==> src/rtl/sprite_pkg.sv <==
// Shared constants, field codes, FSM states and descriptor layout for the sprite line engine.
package sprite_pkg;

  localparam int unsigned NUM_SPRITES = 8;
  localparam int unsigned LINE_WIDTH  = 320;
  localparam int unsigned XW          = 10;
  localparam int unsigned SPR_BITS    = 6;
  localparam int unsigned PIX_W       = 2;
  localparam int unsigned SPR_SIZE    = 16;

  localparam int unsigned SEL_W = $clog2(NUM_SPRITES);
  localparam int unsigned ROM_W = $clog2(SPR_SIZE / 2);
  localparam int unsigned AW    = $clog2(LINE_WIDTH);

  localparam logic [PIX_W-1:0] PIX_TRANSPARENT = '0;

  localparam logic [1:0] FLD_X   = 2'd0;
  localparam logic [1:0] FLD_Y   = 2'd1;
  localparam logic [1:0] FLD_IDX = 2'd2;
  localparam logic [1:0] FLD_EN  = 2'd3;

  typedef enum logic [2:0] {
    IDLE,
    CLEAR,
    SCAN,
    DRAW,
    DONE
  } state_e;

  typedef struct packed {
    logic                en;
    logic [SPR_BITS-1:0] idx;
    logic [XW-1:0]       y;
    logic [XW-1:0]       x;
  } sprite_desc_t;

endpackage

==> src/rtl/sprite_line_engine_line_buffer_2bank.sv <==
// Ping-pong line RAM: one write port, one registered read port, bank chosen by address MSB.
module line_buffer_2bank
  import sprite_pkg::*;
(
  input  logic             clk,
  input  logic             rst_n,
  input  logic             wr_en,
  input  logic [AW:0]      wr_addr,
  input  logic [PIX_W-1:0] wr_data,
  input  logic             rd_en,
  input  logic [AW:0]      rd_addr,
  output logic [PIX_W-1:0] rd_data
);

  logic [PIX_W-1:0] mem_q [2][LINE_WIDTH];
  logic [PIX_W-1:0] rdata_d;
  logic [PIX_W-1:0] rdata_q;

  // Pixel storage; contents are deliberately not reset.
  always_ff @(posedge clk) begin
    if (wr_en) begin
      mem_q[wr_addr[AW]][wr_addr[AW-1:0]] <= wr_data;
    end
  end

  // Disabled reads return transparent so the caller can gate range/validity.
  always_comb begin
    rdata_d = '0;
    if (rd_en) begin
      rdata_d = mem_q[rd_addr[AW]][rd_addr[AW-1:0]];
    end
  end

  // Registered read data.
  always_ff @(posedge clk or negedge rst_n) begin
    if (!rst_n) begin
      rdata_q <= '0;
    end else begin
      rdata_q <= rdata_d;
    end
  end

  assign rd_data = rdata_q;

endmodule

==> src/rtl/sprite_line_engine.sv <==
// Scanline sprite renderer: renders the next line into one bank while the display reads the other.
module sprite_line_engine
  import sprite_pkg::*;
(
  input  logic                i_Clk,
  input  logic                i_Rst_n,
  input  logic                i_Line_Start,
  input  logic [XW-1:0]       i_Next_Row,
  input  logic [XW-1:0]       i_Read_X,
  output logic [PIX_W-1:0]    o_Pixel,
  input  logic                i_Reg_Write,
  input  logic [SEL_W-1:0]    i_Reg_Sel,
  input  logic [1:0]          i_Reg_Field,
  input  logic [XW-1:0]       i_Reg_Data,
  output logic [SPR_BITS-1:0] o_Rom_Sprite,
  output logic [ROM_W-1:0]    o_Rom_Row,
  output logic [ROM_W-1:0]    o_Rom_Col,
  input  logic [PIX_W-1:0]    i_Rom_Pixel,
  output logic                o_Busy,
  output logic                o_Overrun
);

  sprite_desc_t        stg_q [NUM_SPRITES];
  sprite_desc_t        stg_d [NUM_SPRITES];
  sprite_desc_t        act_q [NUM_SPRITES];
  sprite_desc_t        act_d [NUM_SPRITES];
  state_e              state_q, state_d;
  logic                bank_q, bank_d;
  logic                valid_q, valid_d;
  logic                pend_q, pend_d;
  logic [XW-1:0]       row_q, row_d;
  logic [AW-1:0]       cnt_q, cnt_d;
  logic [SEL_W-1:0]    spr_q, spr_d;
  logic                wr_pend_q, wr_pend_d;
  logic [XW:0]         wr_x_q, wr_x_d;
  logic [SPR_BITS-1:0] rom_spr_q, rom_spr_d;
  logic [ROM_W-1:0]    rom_row_q, rom_row_d;
  logic [ROM_W-1:0]    rom_col_q, rom_col_d;
  logic                busy_q, busy_d;
  logic                overrun_q, overrun_d;

  sprite_desc_t        cur_spr;
  logic [XW-1:0]       scan_dy;
  logic                scan_hit;
  logic                clr_we;
  logic                draw_we;
  logic                buf_we;
  logic [AW:0]         buf_waddr;
  logic [PIX_W-1:0]    buf_wdata;
  logic                buf_re;

  // Next-state: descriptor staging, line-start handover and the render sequencer.
  always_comb begin
    stg_d     = stg_q;
    act_d     = act_q;
    state_d   = state_q;
    bank_d    = bank_q;
    valid_d   = valid_q;
    pend_d    = pend_q;
    row_d     = row_q;
    cnt_d     = cnt_q;
    spr_d     = spr_q;
    wr_pend_d = 1'b0;
    wr_x_d    = wr_x_q;
    rom_spr_d = rom_spr_q;
    rom_row_d = rom_row_q;
    rom_col_d = rom_col_q;
    overrun_d = 1'b0;
    clr_we    = 1'b0;

    cur_spr  = act_q[spr_q];
    scan_dy  = row_q - cur_spr.y;
    scan_hit = cur_spr.en && (scan_dy < XW'(SPR_SIZE));

    if (i_Reg_Write) begin
      unique case (i_Reg_Field)
        FLD_X:   stg_d[i_Reg_Sel].x   = i_Reg_Data;
        FLD_Y:   stg_d[i_Reg_Sel].y   = i_Reg_Data;
        FLD_IDX: stg_d[i_Reg_Sel].idx = i_Reg_Data[SPR_BITS-1:0];
        FLD_EN:  stg_d[i_Reg_Sel].en  = i_Reg_Data[0];
        default: ;
      endcase
    end

    if (i_Line_Start) begin
      // An aborted render must never reach the display.
      overrun_d = (state_q != IDLE);
      valid_d   = (state_q == IDLE) ? pend_q : 1'b0;
      pend_d    = 1'b0;
      bank_d    = ~bank_q;
      row_d     = i_Next_Row;
      act_d     = stg_q;
      cnt_d     = '0;
      state_d   = CLEAR;
    end else begin
      unique case (state_q)
        CLEAR: begin
          clr_we = 1'b1;
          if (cnt_q == AW'(LINE_WIDTH - 1)) begin
            cnt_d   = '0;
            spr_d   = SEL_W'(NUM_SPRITES - 1);
            state_d = SCAN;
          end else begin
            cnt_d = cnt_q + AW'(1);
          end
        end
        SCAN: begin
          if (scan_hit) begin
            cnt_d     = '0;
            rom_spr_d = cur_spr.idx;
            rom_row_d = scan_dy[ROM_W:1];
            rom_col_d = '0;
            state_d   = DRAW;
          end else if (spr_q == '0) begin
            state_d = DONE;
          end else begin
            spr_d = spr_q - SEL_W'(1);
          end
        end
        DRAW: begin
          // Address for column c is on the pins during cycle c; its data is written one cycle later.
          if (cnt_q < AW'(SPR_SIZE)) begin
            wr_pend_d = 1'b1;
            wr_x_d    = {1'b0, cur_spr.x} + (XW + 1)'(cnt_q);
            if (cnt_q < AW'(SPR_SIZE - 1)) begin
              rom_col_d = ROM_W'((cnt_q + AW'(1)) >> 1);
            end
            cnt_d = cnt_q + AW'(1);
          end else if (spr_q == '0) begin
            state_d = DONE;
          end else begin
            spr_d   = spr_q - SEL_W'(1);
            state_d = SCAN;
          end
        end
        DONE: begin
          pend_d  = 1'b1;
          state_d = IDLE;
        end
        default: state_d = IDLE;
      endcase
    end

    busy_d = (state_d != IDLE);
  end

  // Line RAM port steering: clears and sprite writes never overlap.
  always_comb begin
    draw_we   = wr_pend_q && (i_Rom_Pixel != PIX_TRANSPARENT) && (wr_x_q < (XW + 1)'(LINE_WIDTH));
    buf_we    = clr_we || draw_we;
    buf_waddr = clr_we ? {bank_q, cnt_q} : {bank_q, wr_x_q[AW-1:0]};
    buf_wdata = clr_we ? PIX_TRANSPARENT : i_Rom_Pixel;
    buf_re    = valid_q && (i_Read_X < XW'(LINE_WIDTH));
  end

  // State and output registers.
  always_ff @(posedge i_Clk or negedge i_Rst_n) begin
    if (!i_Rst_n) begin
      for (int i = 0; i < int'(NUM_SPRITES); i++) begin
        stg_q[i] <= '0;
        act_q[i] <= '0;
      end
      state_q   <= IDLE;
      bank_q    <= 1'b0;
      valid_q   <= 1'b0;
      pend_q    <= 1'b0;
      row_q     <= '0;
      cnt_q     <= '0;
      spr_q     <= '0;
      wr_pend_q <= 1'b0;
      wr_x_q    <= '0;
      rom_spr_q <= '0;
      rom_row_q <= '0;
      rom_col_q <= '0;
      busy_q    <= 1'b0;
      overrun_q <= 1'b0;
    end else begin
      stg_q     <= stg_d;
      act_q     <= act_d;
      state_q   <= state_d;
      bank_q    <= bank_d;
      valid_q   <= valid_d;
      pend_q    <= pend_d;
      row_q     <= row_d;
      cnt_q     <= cnt_d;
      spr_q     <= spr_d;
      wr_pend_q <= wr_pend_d;
      wr_x_q    <= wr_x_d;
      rom_spr_q <= rom_spr_d;
      rom_row_q <= rom_row_d;
      rom_col_q <= rom_col_d;
      busy_q    <= busy_d;
      overrun_q <= overrun_d;
    end
  end

  line_buffer_2bank u_line_buffer (
    .clk     (i_Clk),
    .rst_n   (i_Rst_n),
    .wr_en   (buf_we),
    .wr_addr (buf_waddr),
    .wr_data (buf_wdata),
    .rd_en   (buf_re),
    .rd_addr ({~bank_q, i_Read_X[AW-1:0]}),
    .rd_data (o_Pixel)
  );

  assign o_Rom_Sprite = rom_spr_q;
  assign o_Rom_Row    = rom_row_q;
  assign o_Rom_Col    = rom_col_q;
  assign o_Busy       = busy_q;
  assign o_Overrun    = overrun_q;

endmodule

==> config.mk <==
export PLATFORM = sky130hd
export DESIGN_NAME = sprite_line_engine
export DESIGN_NICKNAME = d
export VERILOG_FILES = /design/src/rtl/sprite_pkg.sv /design/src/rtl/sprite_line_engine_line_buffer_2bank.sv /design/src/rtl/sprite_line_engine.sv
export SDC_FILE = /design/constraint.sdc
export NUM_CORES = 2
export LEC_CHECK = 0
export CORE_AREA = 2 2 372 374
export DETAILED_ROUTE_END_ITERATION = 10
export DIE_AREA = 0 0 374 376
export DONT_BUFFER_PORTS = 1
export GPL_TIMING_DRIVEN = 1
export HOLD_SLACK_MARGIN = 0.08
export PLACE_DENSITY = 0.69
export SETUP_SLACK_MARGIN = 0.1
export SYNTH_ARGS = -nofsm -noshare
export SYNTH_HDL_FRONTEND = slang
export SYNTH_SLANG_ARGS = --single-unit
==> constraint.sdc <==
create_clock -name i_Clk -period 12.4 [get_ports i_Clk]
set_clock_uncertainty 0.05 [all_clocks]
set_input_delay 2.48 -clock i_Clk [delete_from_list [all_inputs] [get_ports i_Clk]]
set_output_delay 2.48 -clock i_Clk [all_outputs]
set_load 0.01 [all_outputs]
Word-level counts from Yosys, hierarchy flattened
Memories as Yosys holds them, arrays and structs flattened. Cells that the tools add are included.

Flip-flop bits (word level): 488. Latch bits: 0. RAM bits: 1280. Memory bits (read-only): 0. Output and inout port bits: 16. Word-level logic and storage cells: 195. Memories: 1.

$add $sub $neg: 4. Multiply operators: 0. Div/mod/pow operators: 0. Magnitude comparators: 11. Equal/unequal tests: 16. Shift operators: 0. Multiplexer cells: 56. Bitwise operators: 6. Reductions and logical operators: 22.

Memory list: u_line_buffer.mem_q (depth 2, width 640, read ports 1, clocked after memory_dff 0, write ports 1, RTL line sprite_line_engine_line_buffer_2bank.sv:15) `logic [PIX_W-1:0] mem_q [2][LINE_WIDTH];`.

Operators by type and width (count): 216-bit bitwise mux (4); 216-bit one-hot mux with 4 select lines (1); 640-bit two-way mux (1); 27-bit demux with 3-bit select (4); 27-bit binary-select mux with 3-bit select (1); 27-bit two-way mux (3); 9-bit two-way mux (5); 3-bit two-way mux (13); 9-bit one-hot mux with 3 select lines (1); 26-bit two-way mux (1); 10-bit greater-or-equal comparator (second input constant) (2); 20-bit two-way mux (1); 9-bit NOT with 10-bit output (2); 2-bit binary-select mux with 9-bit select (1); 2-bit demux with 9-bit select (1); 3-bit one-hot mux with 3 select lines (2); 2-bit inequality test (second input constant) (6); 10-bit by 9-bit adder with 11-bit output (1); 11-bit by 9-bit < comparator with 1-bit output (second input constant) (1); 10-bit by 1-bit < comparator with 1-bit output (second input constant) (1); 10-bit by 5-bit < comparator with 1-bit output (second input constant) (1); 10-bit by 9-bit < comparator with 1-bit output (second input constant) (1); 1-bit two-way mux (10); 10-bit two-way mux (1); 27 further kinds (50).

Longest topological paths before layout
Depth after elaboration: 11. Mapped depth: 16. Gate-level depth less buffers: 13.

Modules after synthesis
Synthesis repeated with hierarchy kept, for this count alone.

Cell total of the unflattened synthesis: 4377. Area total of the unflattened synthesis: 73319.1 µm².

Modules (own cells, without submodules): line_buffer_2bank (instances 1, cells an instance 2985, area an instance 52445.3 µm², seq. area each 38486.9 µm²); sprite_line_engine (instances 1, cells an instance 1392, area an instance 20873.8 µm², seq. area each 12161.7 µm²).

Worst setup path before layout
No wires, ideal clock.

Kind: input to register. From: input port i_Line_Start. To: memory u_line_buffer.mem_q[0][0] (netlist bit), data pin. Arrival time: 11617 ps. Data required time: 10481 ps. Path slack: -1136 ps. Cell stages on the path: 6. Cells stage by stage: clkbuf_1 > nor2_1 > nand3_1 > clkbuf_1 > clkbuf_1 > and2_1.

Longest elaborated chain between the ends: 2.

Ends and longest elaborated chain: start: declaration (RTL line sprite_line_engine.sv:7) `input logic i_Line_Start,`; 1-bit two-way mux (RTL line sprite_line_engine.sv:85) `if (i_Line_Start) begin`; 2-bit two-way mux (RTL line sprite_line_engine.sv:152) `buf_wdata = clr_we ? PIX_TRANSPARENT : i_Rom_Pixel;`; named net buf_wdata[0] (RTL line sprite_line_engine.sv:49) `logic [PIX_W-1:0] buf_wdata;`; end: declaration (RTL line sprite_line_engine_line_buffer_2bank.sv:15).

The timed path passes the listed nets, and every way through them passes these cells.

Worst setup path after layout
From: input port i_Line_Start. To: memory u_line_buffer.mem_q[0][133] (netlist bit) (enable).

Longest elaborated chain between the ends: 8. Elaborated cells between the ends (all ways): 11.

Ends and longest elaborated chain: 1-bit two-way mux * (RTL line sprite_line_engine.sv:85); 9-bit two-way mux (RTL line sprite_line_engine.sv:151) `buf_waddr = clr_we ? {bank_q, cnt_q} : {bank_q, wr_x_q[AW-1:0]};`; 9-bit NOT with 10-bit output (implied by the code) (RTL line sprite_line_engine_line_buffer_2bank.sv:22) `mem_q[wr_addr[AW]][wr_addr[AW-1:0]] <= wr_data;`; 10-bit greater-or-equal comparator (implied by the code) / 10-bit by 1-bit < comparator with 1-bit output (equally long branches) (RTL line sprite_line_engine_line_buffer_2bank.sv:22); 1-bit logical AND (implied by the code) (RTL line sprite_line_engine_line_buffer_2bank.sv:22); 2-bit two-way mux (implied by the code) (RTL line sprite_line_engine_line_buffer_2bank.sv:22); 2-bit demux with 9-bit select (RTL line sprite_line_engine_line_buffer_2bank.sv:22); 640-bit two-way mux (implied by the code) * (RTL line sprite_line_engine_line_buffer_2bank.sv:22).

Every way passes the cells marked *; elsewhere a longest branch is shown, timed or not.

==> out/results.ini <==
[layout]
drive_gt1_frac=0.2555
final_core_utilization=0.5872
fillerInstances=10160
finish.net_count=4374
layout.cell_area.non_filler_um2=80240
flow.area_growth_from_synthesis_pct=9.411

[global_routing]
gr-total-overflow=0
global_route.usage.total=0.2495
global_route_wire_length_before_repair_um=257800
grt_start_max_net_pins=489
first_global_vias=39910
grt_antenna_before_repair=4

[logic_synthesis]
yosysWarningCount=0
synth_top_flop_cell=sky130_fd_sc_hd__edfxtp_1
syn_avg_cell_area_um2=16.77
ys_types=72
synth_nets=4435
yosys_register_bits=1768
synth_sequential_area_ratio=0.6906
syn_inst=4372
async_reset_ff_frac=0.2760
synth-edff-count=1280
synth.cell_area_um2=73340

[timing]
final.setup.tns_ns=0
period_share=0.4886
finalSetupViolCount=0
time_the_worst_path_needs_with_i_o_delays_and_setup_ns=6.059
hold_viol=0
report.final.slew_viol_count=125
rsz0062_at_grt=false
timing_worst_slew_pin_value_ns=1.646
max_freq_mhz=165.1
timing.slew.headroom=-0.09712

[setup_path]
most_frequent_cp_cell=sky130_fd_sc_hd__nor2_1
critical_path_buf_inv_count=0
slowest_stage_delay_on_critical_path_ns=0.94
cp.required_ns=12.82
worst-endpoint-arrival_ns=6.48
path_cells=nor2_1 -> nand3_1 -> nor3b_1 -> a31oi_1 -> nor2_1 -> nand2_1 -> nor2_1
path_max_fanout=235
cp_launch_type=input pin
timing_worst_setup_path_type=input pin to flip-flop
cpMaxStageDelayCell=sky130_fd_sc_hd__nand2_1
cp-end-kind=flip-flop
path_delay_family=simple AND/OR/NAND/NOR gates

[floorplan]
dieHeight_um=376
io_pins=57
core_area_um2=136600
std_cell_rows=136
die-area_um2=140600
fp.dieW_um=374
initial_utilization=0.5367

[place]
dpl_cell_area_um2=74690
post_detailed_placement_half_perimeter_wirelength_um=99300
placement.io_buffers=0
gp_congestion=0.8241

[clock_tree]
cts.path.max_buffers=3
tritoncts_clock_tree=yes
cts_repair_resize_count=0
post-cts-setup-buffer-count=0
cts_hold_buffers=0
cts_max_level=4
clkTransAtPathRegs_ns=0.06
cts-buffers-inserted=175
cts_root_buffer=sky130_fd_sc_hd__clkbuf_16
worstSkewPairLatency_ns=0.82
clock_sink_count=1768

[route]
drt-initial-drc-count=4237
ant_nets=0
postRouteWirelength_um=173900
routed_wire_length_per_instance_um=27.88
drt-vias-per-instance=6.279
firstDrtPassIters=5
route.detailed.drc=0
via_count=39170

[hold_path]
min-delay-path-class=flip-flop to flip-flop

[pwr]
ir_worst_vdd_mv=0.1298
cellPowerDensity_nw_per_um2=172.9
total_power_mw=13.87
static-leakage-power_nw=28.01

[status]
run_status=complete, but fails checks
failed_checks=slew limit

[run]
number_of_max_cap_violations=0

==> power by group <==
group,internal (mW),leakage (nW),switching (mW)
Clock,2.93,2.68,2.23
Sequential,6.66,17.9,0.182
Combinational,1.04,7.41,0.832
==> synthesized netlist by cell type (6+ instances only) <==
library cell                  n  area [µm²]
sky130_fd_sc_hd__inv_1       24       90.09
sky130_fd_sc_hd__ha_1        20       250.2
sky130_fd_sc_hd__o21ai_0     31       155.2
sky130_fd_sc_hd__dfrtp_1    488       12210
sky130_fd_sc_hd__nand4_1      9       56.30
sky130_fd_sc_hd__buf_2       31       155.2
sky130_fd_sc_hd__buf_4       15       112.6
sky130_fd_sc_hd__buf_6       12       135.1
sky130_fd_sc_hd__a31oi_1     16       100.1
sky130_fd_sc_hd__a221oi_1     6       52.55
sky130_fd_sc_hd__mux4_1      20       525.5
sky130_fd_sc_hd__nand3_1     19       95.09
sky130_fd_sc_hd__a21o_1       6       45.04
sky130_fd_sc_hd__a22o_1       9       78.83
sky130_fd_sc_hd__buf_8        7       105.1
sky130_fd_sc_hd__nand2b_1    13       81.33
sky130_fd_sc_hd__nor3b_1      8       60.06
sky130_fd_sc_hd__and3_1      13       81.33
sky130_fd_sc_hd__nor4_1       8       50.05
sky130_fd_sc_hd__a22oi_1     33       247.7
sky130_fd_sc_hd__nor2_1     701        2631
sky130_fd_sc_hd__nand2_1    141       529.3
sky130_fd_sc_hd__nor3_1      26       130.1
sky130_fd_sc_hd__o211ai_1     7       52.55
sky130_fd_sc_hd__buf_1       17       63.81
sky130_fd_sc_hd__o21a_1       6       45.04
sky130_fd_sc_hd__a211o_1      6       52.55
sky130_fd_sc_hd__a211oi_1    20       150.1
sky130_fd_sc_hd__mux2_2     469        5281
sky130_fd_sc_hd__edfxtp_1  1280       38440
sky130_fd_sc_hd__mux2i_1    122        1221
sky130_fd_sc_hd__nand3b_1    12       90.09
sky130_fd_sc_hd__mux4_2     330        7432
sky130_fd_sc_hd__clkbuf_1   226       848.3
sky130_fd_sc_hd__a21oi_1     43       215.2
sky130_fd_sc_hd__and2_1       9       56.30
sky130_fd_sc_hd__or2_2        9       56.30
sky130_fd_sc_hd__nor2b_1     15       93.84
sky130_fd_sc_hd__xnor2_1      9       78.83
sky130_fd_sc_hd__o22ai_1     31       193.9
sky130_fd_sc_hd__o221ai_1    41       359.1
==> worst register-to-register path, delay by kind of cell (launching register included) <==
| family | cells | cell delay [ns] |
|---|---|---|
| AOI/OAI and AO/OA | 7 | 2.12 |
| muxes | 2 | 1.05 |
| DFF | 1 | 0.91 |
| buffers and inverters | 2 | 0.74 |
| adders and majority gates | 1 | 0.45 |
| and+or+nand+nor | 1 | 0.17 |
==> area by class of cell <==
cell class / instances / area [µm²] / share of cell area
inverters: 24 / 90.09 / 0.001123
diodes: 5 / 12.51 / 0.0001559
repair buffers: 77 / 615.6 / 0.007672
well taps: 1794 / 2245 / 0.02797
clock inverters: 86 / 945.9 / 0.01179
multi-input cells: 2265 / 21080 / 0.2627
clock buffers: 218 / 4591 / 0.05721
flip-flops and latches: 1768 / 50660 / 0.6314
==> stage by stage <==
stage	std cells	hold WS, ns	setup WS [ns]
final	6237	0.4285	6.341
after detailed placement	5928	0.4216	5.878
after CTS	6232	0.4331	6.690
after floorplan	4372	0.4011	3.455
after global routing	6232	0.4539	6.206
after global placement	5928	0.4146	6.073
==> cells in the final DEF (no fill, tap or decap), drive strengths merged, types with 12 or more instances in the layout <==
master and count:
nand3 19, and3 13, nand2b 13, mux2i 122, a22oi 33, buf 77, ha 20, mux4 350
nor2b 15, nor3 26, o22ai 31, mux2 469, inv 33, nor2 702, clkinv 60, a31oi 16
clkbuf 218, o21ai 31, o221ai 41, edfxtp 1280, nand2 141, a211oi 20, nand3b 12, dfrtp 488
bufinv 14, a21oi 43
==> routing by layer <==
metal,up-vias,global-route usage,wire length (µm)
met3,295,0.04691,14310
met5,-,0,0
met1,20580,0.3383,68190
met4,0,0.09121,6026
li1,16670,-,-
met2,1619,0.4070,85340
==> kinds of logic (layout without fill, tap and decap cells) <==
group                    count (synthesis)  in the layout  share of synthesized area
AO/OA/AOI/OAI                          287            287                    0.02772
AND/OR/NAND/NOR                       1001           1001                    0.05661
XOR/XNOR                                14             14                   0.001672
other                                    0              5                          0
buffers and inverters                  339            405                    0.02223
multiplexers                           941            941                     0.1972
flip-flops                            1768           1768                     0.6906
adder cells (fa/ha/maj)                 22             22                   0.003958
==> path summary, 6_finish.rpt <==
| check | endpoint | start | depth (start not counted) | slack (ns) |
|---|---|---|---|---|
| setup / recovery | u_line_buffer.mem_q[0][133] | i_Line_Start | 7 | 6.34 |
| hold / removal | wr_x_q[9] | wr_x_q[9] | 2 | 0.43 |
| setup reg to reg | cnt_q[8] | spr_q[0] | 13 | 6.79 |
| hold reg to reg | wr_x_q[9] | wr_x_q[9] | 2 | 0.43 |
| max in group asynchronous | u_line_buffer.rd_data[1] | i_Rst_n | 0 | 9.66 |
| min in group asynchronous | async pin | i_Rst_n | 0 | 1.33 |
Power figures use the tool's default switching activity.
